$ cat config.mk
export PLATFORM = sky130hd
export DESIGN_NAME = conv_pass_sequencer
export DESIGN_NICKNAME = d
export VERILOG_FILES = /design/src/rtl/conv_pass_sequencer.sv
export SDC_FILE = /design/constraint.sdc
export NUM_CORES = 2
export LEC_CHECK = 0
export ABC_AREA = 1
export BUFFER_PORTS_ARGS = -buffer_cell sky130_fd_sc_hd__buf_2
export CAP_MARGIN = 20
export CORE_MARGIN = 4
export CORE_UTILIZATION = 45
export CTS_CLUSTER_SIZE = 12
export DETAILED_ROUTE_END_ITERATION = 6
export PLACE_DENSITY = 0.65
export SLEW_MARGIN = 10
export SYNTH_ARGS = -nofsm -noshare
export SYNTH_HDL_FRONTEND = slang
export SYNTH_SLANG_ARGS = --single-unit
export TNS_END_PERCENT = 20
$ cat constraint.sdc
create_clock -name i_clk -period 101 [get_ports i_clk]
set_input_delay 5.05 -clock i_clk [delete_from_list [all_inputs] [get_ports i_clk]]
set_output_delay 5.05 -clock i_clk [all_outputs]
set_load 0.01 [all_outputs]
$ cat src/rtl/conv_pass_sequencer.sv
// -----------------------------------------------------------------------------
// conv_pass_sequencer
//
// Runs a conv2d engine over a multi-pass job, one pass per coefficient bank.
// Each pass launches conv2d through its start pin, counts its write strobes
// until a full image has been produced, and remaps every result into a
// contiguous output window starting at the job base address. Successive passes
// land in back-to-back windows of ImagePixels words each.
//
// Ports:
//   i_clk, i_rst          clock (rising edge), asynchronous active-high reset;
//                         i_rst must be the same net that resets conv2d
//   i_cfg_we/bank/coeff   coefficient bank write port
//   i_job_valid           job request; accepted together with o_job_ready
//   o_job_ready           high while idle
//   i_job_passes          number of passes (1..NumBanks, larger is clamped,
//                         0 completes immediately)
//   i_job_base            output base address of pass 0
//   o_conv_start          drives conv2d start
//   o_conv_f_coeff        drives conv2d f_coeff (stable for a whole pass)
//   i_conv_we, i_conv_d_out  conv2d WriteEnable and signed d_out
//   o_mem_we/addr/data    registered result memory write port
//   o_pass_idx            current pass number
//   o_busy, o_done, o_err busy flag, one-cycle done pulse, sticky error
//
// Build option:
//   CONV_SEQ_CLAMP_EN     when defined, results are saturated to the unsigned
//                         pixel range [0, 2^DataBitWidth-1] before being
//                         written; otherwise they pass through unchanged.
// -----------------------------------------------------------------------------
module conv_pass_sequencer #(
    parameter int AddressBitWidth = 17,
    parameter int DataBitWidth    = 12,
    parameter int FilterSize      = 5,
    parameter int FilterBitWidth  = 8,
    parameter int NumBanks        = 4,
    parameter int ImagePixels     = 2500,
    localparam int BankBits  = (NumBanks > 1) ? $clog2(NumBanks) : 1,
    localparam int PassBits  = BankBits + 1,
    localparam int CoeffBits = FilterSize * FilterSize * FilterBitWidth,
    localparam int OutBits   = DataBitWidth + FilterBitWidth
) (
    input  logic                       i_clk,
    input  logic                       i_rst,
    input  logic                       i_cfg_we,
    input  logic [BankBits-1:0]        i_cfg_bank,
    input  logic [CoeffBits-1:0]       i_cfg_coeff,
    input  logic                       i_job_valid,
    output logic                       o_job_ready,
    input  logic [PassBits-1:0]        i_job_passes,
    input  logic [AddressBitWidth-1:0] i_job_base,
    output logic                       o_conv_start,
    output logic [CoeffBits-1:0]       o_conv_f_coeff,
    input  logic                       i_conv_we,
    input  logic [OutBits-1:0]         i_conv_d_out,
    output logic                       o_mem_we,
    output logic [AddressBitWidth-1:0] o_mem_addr,
    output logic [OutBits-1:0]         o_mem_data,
    output logic [BankBits-1:0]        o_pass_idx,
    output logic                       o_busy,
    output logic                       o_done,
    output logic                       o_err
);

    localparam int PixBits = (ImagePixels > 1) ? $clog2(ImagePixels) : 1;

    typedef enum logic [2:0] {
        IDLE,
        RELEASE,
        GAP,
        LAUNCH,
        RUN,
        NEXT
    } state_t;

    state_t                     r_state;
    state_t                     w_next_state;

    logic [CoeffBits-1:0]       r_bank [NumBanks];
    logic [CoeffBits-1:0]       r_coeff;
    logic [PassBits-1:0]        r_passes;
    logic [BankBits-1:0]        r_pass_idx;
    logic [AddressBitWidth-1:0] r_base;
    logic [PixBits-1:0]         r_pix_cnt;
    logic                       r_conv_dirty;
    logic                       r_mem_we;
    logic [AddressBitWidth-1:0] r_mem_addr;
    logic [OutBits-1:0]         r_mem_data;
    logic                       r_done;
    logic                       r_err;

    logic                       w_last_pixel;
    logic                       w_last_pass;
    logic [PassBits-1:0]        w_passes_clamped;
    logic [OutBits-1:0]         w_mem_data;

    // The pass ends on the strobe that carries the last pixel of the image.
    assign w_last_pixel = (r_state == RUN) && i_conv_we &&
                          (r_pix_cnt == PixBits'(ImagePixels - 1));
    assign w_last_pass  = ({1'b0, r_pass_idx} == (r_passes - PassBits'(1)));

    // Requests for more passes than there are banks run every bank once.
    assign w_passes_clamped = (i_job_passes > PassBits'(NumBanks)) ?
                              PassBits'(NumBanks) : i_job_passes;

    // Result formatting. The clamp variant saturates signed filter output to
    // the unsigned pixel range; the default build forwards it untouched.
`ifdef CONV_SEQ_CLAMP_EN
    localparam logic [OutBits-1:0] MaxPixel = OutBits'((1 << DataBitWidth) - 1);

    always_comb begin
        w_mem_data = i_conv_d_out;
        if (i_conv_d_out[OutBits-1]) begin
            w_mem_data = '0;
        end else if (i_conv_d_out > MaxPixel) begin
            w_mem_data = MaxPixel;
        end
    end
`else
    always_comb begin
        w_mem_data = i_conv_d_out;
    end
`endif

    // State register for the pass sequencing FSM.
    always_ff @(posedge i_clk or posedge i_rst) begin
        if (i_rst) begin
            r_state <= IDLE;
        end else begin
            r_state <= w_next_state;
        end
    end

    // Next-state and state-decoded outputs. conv2d needs a start pulse to
    // leave its complete state (RELEASE) and a separate one to begin a new
    // image (LAUNCH), with a low cycle in between so it sees two edges.
    always_comb begin
        w_next_state = r_state;
        o_conv_start = 1'b0;
        o_job_ready  = 1'b0;
        o_busy       = 1'b1;
        case (r_state)
            IDLE: begin
                o_job_ready = 1'b1;
                o_busy      = 1'b0;
                if (i_job_valid && (i_job_passes != '0)) begin
                    w_next_state = r_conv_dirty ? RELEASE : LAUNCH;
                end
            end
            RELEASE: begin
                o_conv_start = 1'b1;
                w_next_state = GAP;
            end
            GAP: begin
                w_next_state = LAUNCH;
            end
            LAUNCH: begin
                o_conv_start = 1'b1;
                w_next_state = RUN;
            end
            RUN: begin
                if (w_last_pixel) begin
                    w_next_state = NEXT;
                end
            end
            NEXT: begin
                w_next_state = w_last_pass ? IDLE : RELEASE;
            end
            default: begin
                w_next_state = IDLE;
            end
        endcase
    end

    // Coefficient bank storage, written by the host at any time. A write that
    // coincides with a launch of the same bank is not seen by that launch
    // because the launch samples the bank before this edge updates it.
    always_ff @(posedge i_clk or posedge i_rst) begin
        if (i_rst) begin
            for (int i = 0; i < NumBanks; i++) begin
                r_bank[i] <= '0;
            end
        end else if (i_cfg_we && (int'(i_cfg_bank) < NumBanks)) begin
            r_bank[i_cfg_bank] <= i_cfg_coeff;
        end
    end

    // Job bookkeeping: pass count, pass index, window base, pixel counter,
    // the coefficient register feeding conv2d and the conv2d-dirty flag that
    // records whether conv2d is parked in its complete state.
    always_ff @(posedge i_clk or posedge i_rst) begin
        if (i_rst) begin
            r_passes     <= '0;
            r_pass_idx   <= '0;
            r_base       <= '0;
            r_pix_cnt    <= '0;
            r_coeff      <= '0;
            r_conv_dirty <= 1'b0;
            r_done       <= 1'b0;
        end else begin
            r_done <= 1'b0;
            case (r_state)
                IDLE: begin
                    if (i_job_valid) begin
                        if (i_job_passes == '0) begin
                            r_done <= 1'b1;
                        end else begin
                            r_passes   <= w_passes_clamped;
                            r_base     <= i_job_base;
                            r_pass_idx <= '0;
                        end
                    end
                end
                RELEASE: begin
                    r_conv_dirty <= 1'b0;
                end
                LAUNCH: begin
                    r_coeff   <= r_bank[r_pass_idx];
                    r_pix_cnt <= '0;
                end
                RUN: begin
                    if (i_conv_we) begin
                        r_pix_cnt <= r_pix_cnt + PixBits'(1);
                    end
                    if (w_last_pixel) begin
                        r_conv_dirty <= 1'b1;
                    end
                end
                NEXT: begin
                    if (w_last_pass) begin
                        r_done <= 1'b1;
                    end else begin
                        r_pass_idx <= r_pass_idx + BankBits'(1);
                        r_base     <= r_base + AddressBitWidth'(ImagePixels);
                    end
                end
                default: begin
                end
            endcase
        end
    end

    // Registered result write port. The conv2d write address is ignored; the
    // pixel's position comes from the strobe count, placed in the pass window.
    // Address and data hold their last value while no write is issued.
    always_ff @(posedge i_clk or posedge i_rst) begin
        if (i_rst) begin
            r_mem_we   <= 1'b0;
            r_mem_addr <= '0;
            r_mem_data <= '0;
        end else begin
            r_mem_we <= 1'b0;
            if ((r_state == RUN) && i_conv_we) begin
                r_mem_we   <= 1'b1;
                r_mem_addr <= r_base + AddressBitWidth'(r_pix_cnt);
                r_mem_data <= w_mem_data;
            end
        end
    end

    // A strobe from conv2d while no pass is running is dropped and flagged;
    // the flag stays set until reset so the host cannot miss it.
    always_ff @(posedge i_clk or posedge i_rst) begin
        if (i_rst) begin
            r_err <= 1'b0;
        end else if (i_conv_we && (r_state != RUN)) begin
            r_err <= 1'b1;
        end
    end

    assign o_conv_f_coeff = r_coeff;
    assign o_mem_we       = r_mem_we;
    assign o_mem_addr     = r_mem_addr;
    assign o_mem_data     = r_mem_data;
    assign o_pass_idx     = r_pass_idx;
    assign o_done         = r_done;
    assign o_err          = r_err;

endmodule

==> results by group <==
Outcome
  – Status: finished clean

Detailed routing
  – Initial drt markers: 3013
  – Routed wire per std cell: 17.27 µm
  – Routed Antenna Nets: 0
  – Max Used Layer: met5
  – First-pass DRT Iterations: 6
  – Via count: 37180
  – Met2 routed WL: 57330 µm
  – Via density: 5.199
  – Post-Route WL: 123500 µm
  – DR DRC count: 0
  – M1 WL: 55010 µm
  – Metal3 WL: 7644 µm

Timing
  – RSZ-0062 raised after global routing: false
  – WHS: 462.1 ps
  – Slew headroom: 0.2314
  – Clock Skews: 26.57 ps
  – Final Hold Vio Count: 0
  – Setup_tns: 0 ps
  – Final worst path period share: 0.08329
  – Fin. max-slew vios: 0
  – Worst slew pin tran: 1153 ps
  – Min Tclk post-route: 8412 ps
  – Final setup viols: 0
  – Highest Clock Rate: 0.1189 GHz

Job
  – Max cap viols: 0

Yosys
  – Synth Area in Adders: 0.004527
  – Area share of and/or/nand/nor cells after synthesis: 0.1857
  – Synth Area in XOR/XNOR: 0.001527
  – Post-synthesis compound-gate area fraction: 0.1641
  – Cell count after synthesis: 5429
  – Ys flop type: dfrtp_1
  – Synth Register Bits: 1078
  – Synth warn: 0
  – EDFF count, synth: 0
  – Synthesized area per cell: 8.451 µm²
  – Mux share of post-synthesis cell area: 0
  – Post-synthesis net count: 5692
  – Sequential-to-total area share from yosys stat: 0.5879
  – Synth Cell Area: 45880 µm²
  – Post-synth cell types: 32
  – Combinational family with the most area after synthesis: simple AND/OR/NAND/NOR gates
  – Fraction of registers with async set or reset after synthesis: 1.000

Worst setup path
  – Worst setup SP type: input pin
  – Required time of the worst setup path: 101730 ps
  – Worst-path fanout max: 173
  – Setup Crit Path Kind: in -> async
  – Setup crit end kind: asynchronous set/reset pin
  – Critical path arrival: 9150 ps

Clocking
  – Count of hold-fix buffers inserted at cts: 0
  – Root Buffer: clkbuf_16
  – Num CTS Buffers: 112
  – Post CTS Setup Buffer Count: 0
  – TritonCTS clock tree: built
  – CTS Buffer Depth: 3
  – Clk slew on worst S/H paths: 60 ps
  – CTS sink cnt: 1078
  – Worst-skew pair later-pin latency: 700 ps
  – H-tree depth: 3
  – Post-cts gate resize count: 0

Placed design
  – GPL Wtd Cong: 0.8242
  – PortBufs: 491
  – DP Area: 48980 µm²
  – Detailed placement HPWL: 71450 µm

Global routing
  – Number of global-route vias before repair: 36130
  – First-pass GRT wire length: 199000 µm
  – Initial antenna violation count: 15
  – Remaining Overflow, GRT: 0
  – All-Layer GR Usage: 0.2286
  – Largest net degree at the start of global routing: 223

Floorplanning
  – DIE AREA: 107100 µm²
  – Initial Util: 0.4562
  – Row count: 116
  – IO Pins: 492
  – Die width: 327.3 µm
  – Core Area: 100600 µm²
  – Die Y: 327.3 µm

Power and ir drop
  – Max IR drop VDD: 0.00001431 V
  – Power Density: 19.49 nW/µm²
  – Lkg Pwr: 26.05 nW

Finish
  – Fraction of layout instances using a drive strength above 1: 0.1249
  – Post-Route Utilization: 0.5225
  – NumNets Final: 5966
  – Synth-to-Final Area Change: 14.54%
  – Final Instance Area: 52550 µm²

Hold path
  – Hold Path Class: reg -> reg
## power breakdown
group | internal, mW | switching (mW)
Sequential | 0.488 | 0.0295
Clock | 0.229 | 0.169
Combinational | 0.0430 | 0.0661
Total | 0.760 | 0.265
## metrics by stage
| stage | std cells | total power [mW] | setup WS (ps) |
|---|---|---|---|
| global route | 7142 | 1.078 | 91910 |
| detailed placement | 6945 | 0.6343 | 91670 |
| CTS | 7137 | 1.034 | 92430 |
| global placement | 6945 | 0.6293 | 91680 |
| finish | 7150 | 1.024 | 92590 |
| floorplan | 5429 | 0.6007 | 65600 |
## cells in the mapped netlist, types with 4 or more instances
cell type	number	area, µm²
inv_1	274	1028
nor3_1	7	35.03
nand2_1	1097	4118
o21ai_0	1224	6126
o21ai_1	7	35.03
ha_1	15	187.7
or2_2	10	62.56
nand3b_1	4	30.03
dfrtp_1	1078	26980
buf_1	15	56.30
a31oi_1	200	1251
buf_2	101	505.5
a21oi_1	16	80.08
inv_2	8	30.03
nand4_1	9	56.30
xnor2_1	5	43.79
nor2_1	1033	3877
clkbuf_1	250	938.4
nand3_1	56	280.3
## worst paths after layout
check                         startpoint                   to  slack, ps  depth (start not counted)
setup / recovery                   i_rst          r_bank[429]      92590                          6
hold / removal                     o_err                o_err        460                          1
setup reg to reg           o_pass_idx[1]   o_conv_f_coeff[50]      97780                          6
hold reg to reg                    o_err                o_err        460                          1
max in group i_clk         i_cfg_bank[1]          r_bank[302]      93600                          7
min in group asynchronous          i_rst  o_conv_f_coeff[106]       4490                          2
## cells in the final DEF (no fill, tap or decap), drive strengths merged, types with 15 or more instances in the layout
master	instances
clkbuf	171
nand2	1100
o21ai	1231
a31oi	200
buf	528
nor2	1037
dfrtp	1078
a21oi	17
inv	286
ha	15
nand3	56
## worst max-delay path, cell delays in order
cell	delay, ps
buf_2	130
inv_8	520
buf_12	670
buf_4	870
buf_4	800
buf_4	750
## per-layer routing
layer,GRT usage,vias to the layer above
met5,0,-
met4,0.06886,4
met3,0.05011,191
met2,0.3718,904
met1,0.3090,17850
li1,-,18230
## kinds of logic (layout without fill, tap and decap cells)
family,Yosys count,in the layout
flops,1078,1078
buf+inv,650,1002
simple gates,2225,2225
other cells,0,12
fa+ha+maj,16,16
compound gates,1452,1452
xor+xnor,8,8
## final cells by class
class | count | area (µm²)
diodes | 12 | 30.03
clock buffers | 171 | 3306
clock inverters | 21 | 212.7
fillers | 9512 | 48030
inverters | 282 | 1089
multi-input cells | 3701 | 16370
flip-flops and latches | 1078 | 26980
well taps | 1357 | 1698
repair buffers | 528 | 2868
## sequential cells by signal, summed over array words and instances (netlist names)
signal,cells
r_bank,800
o_conv_f_coeff,200
o_mem_data,20
o_mem_addr,17
r_base,17
r_pix_cnt,12
r_passes,3
r_state,3
o_pass_idx,2
o_done,1
o_err,1
o_mem_we,1
r_conv_dirty,1
Power figures use the tool's default switching activity.
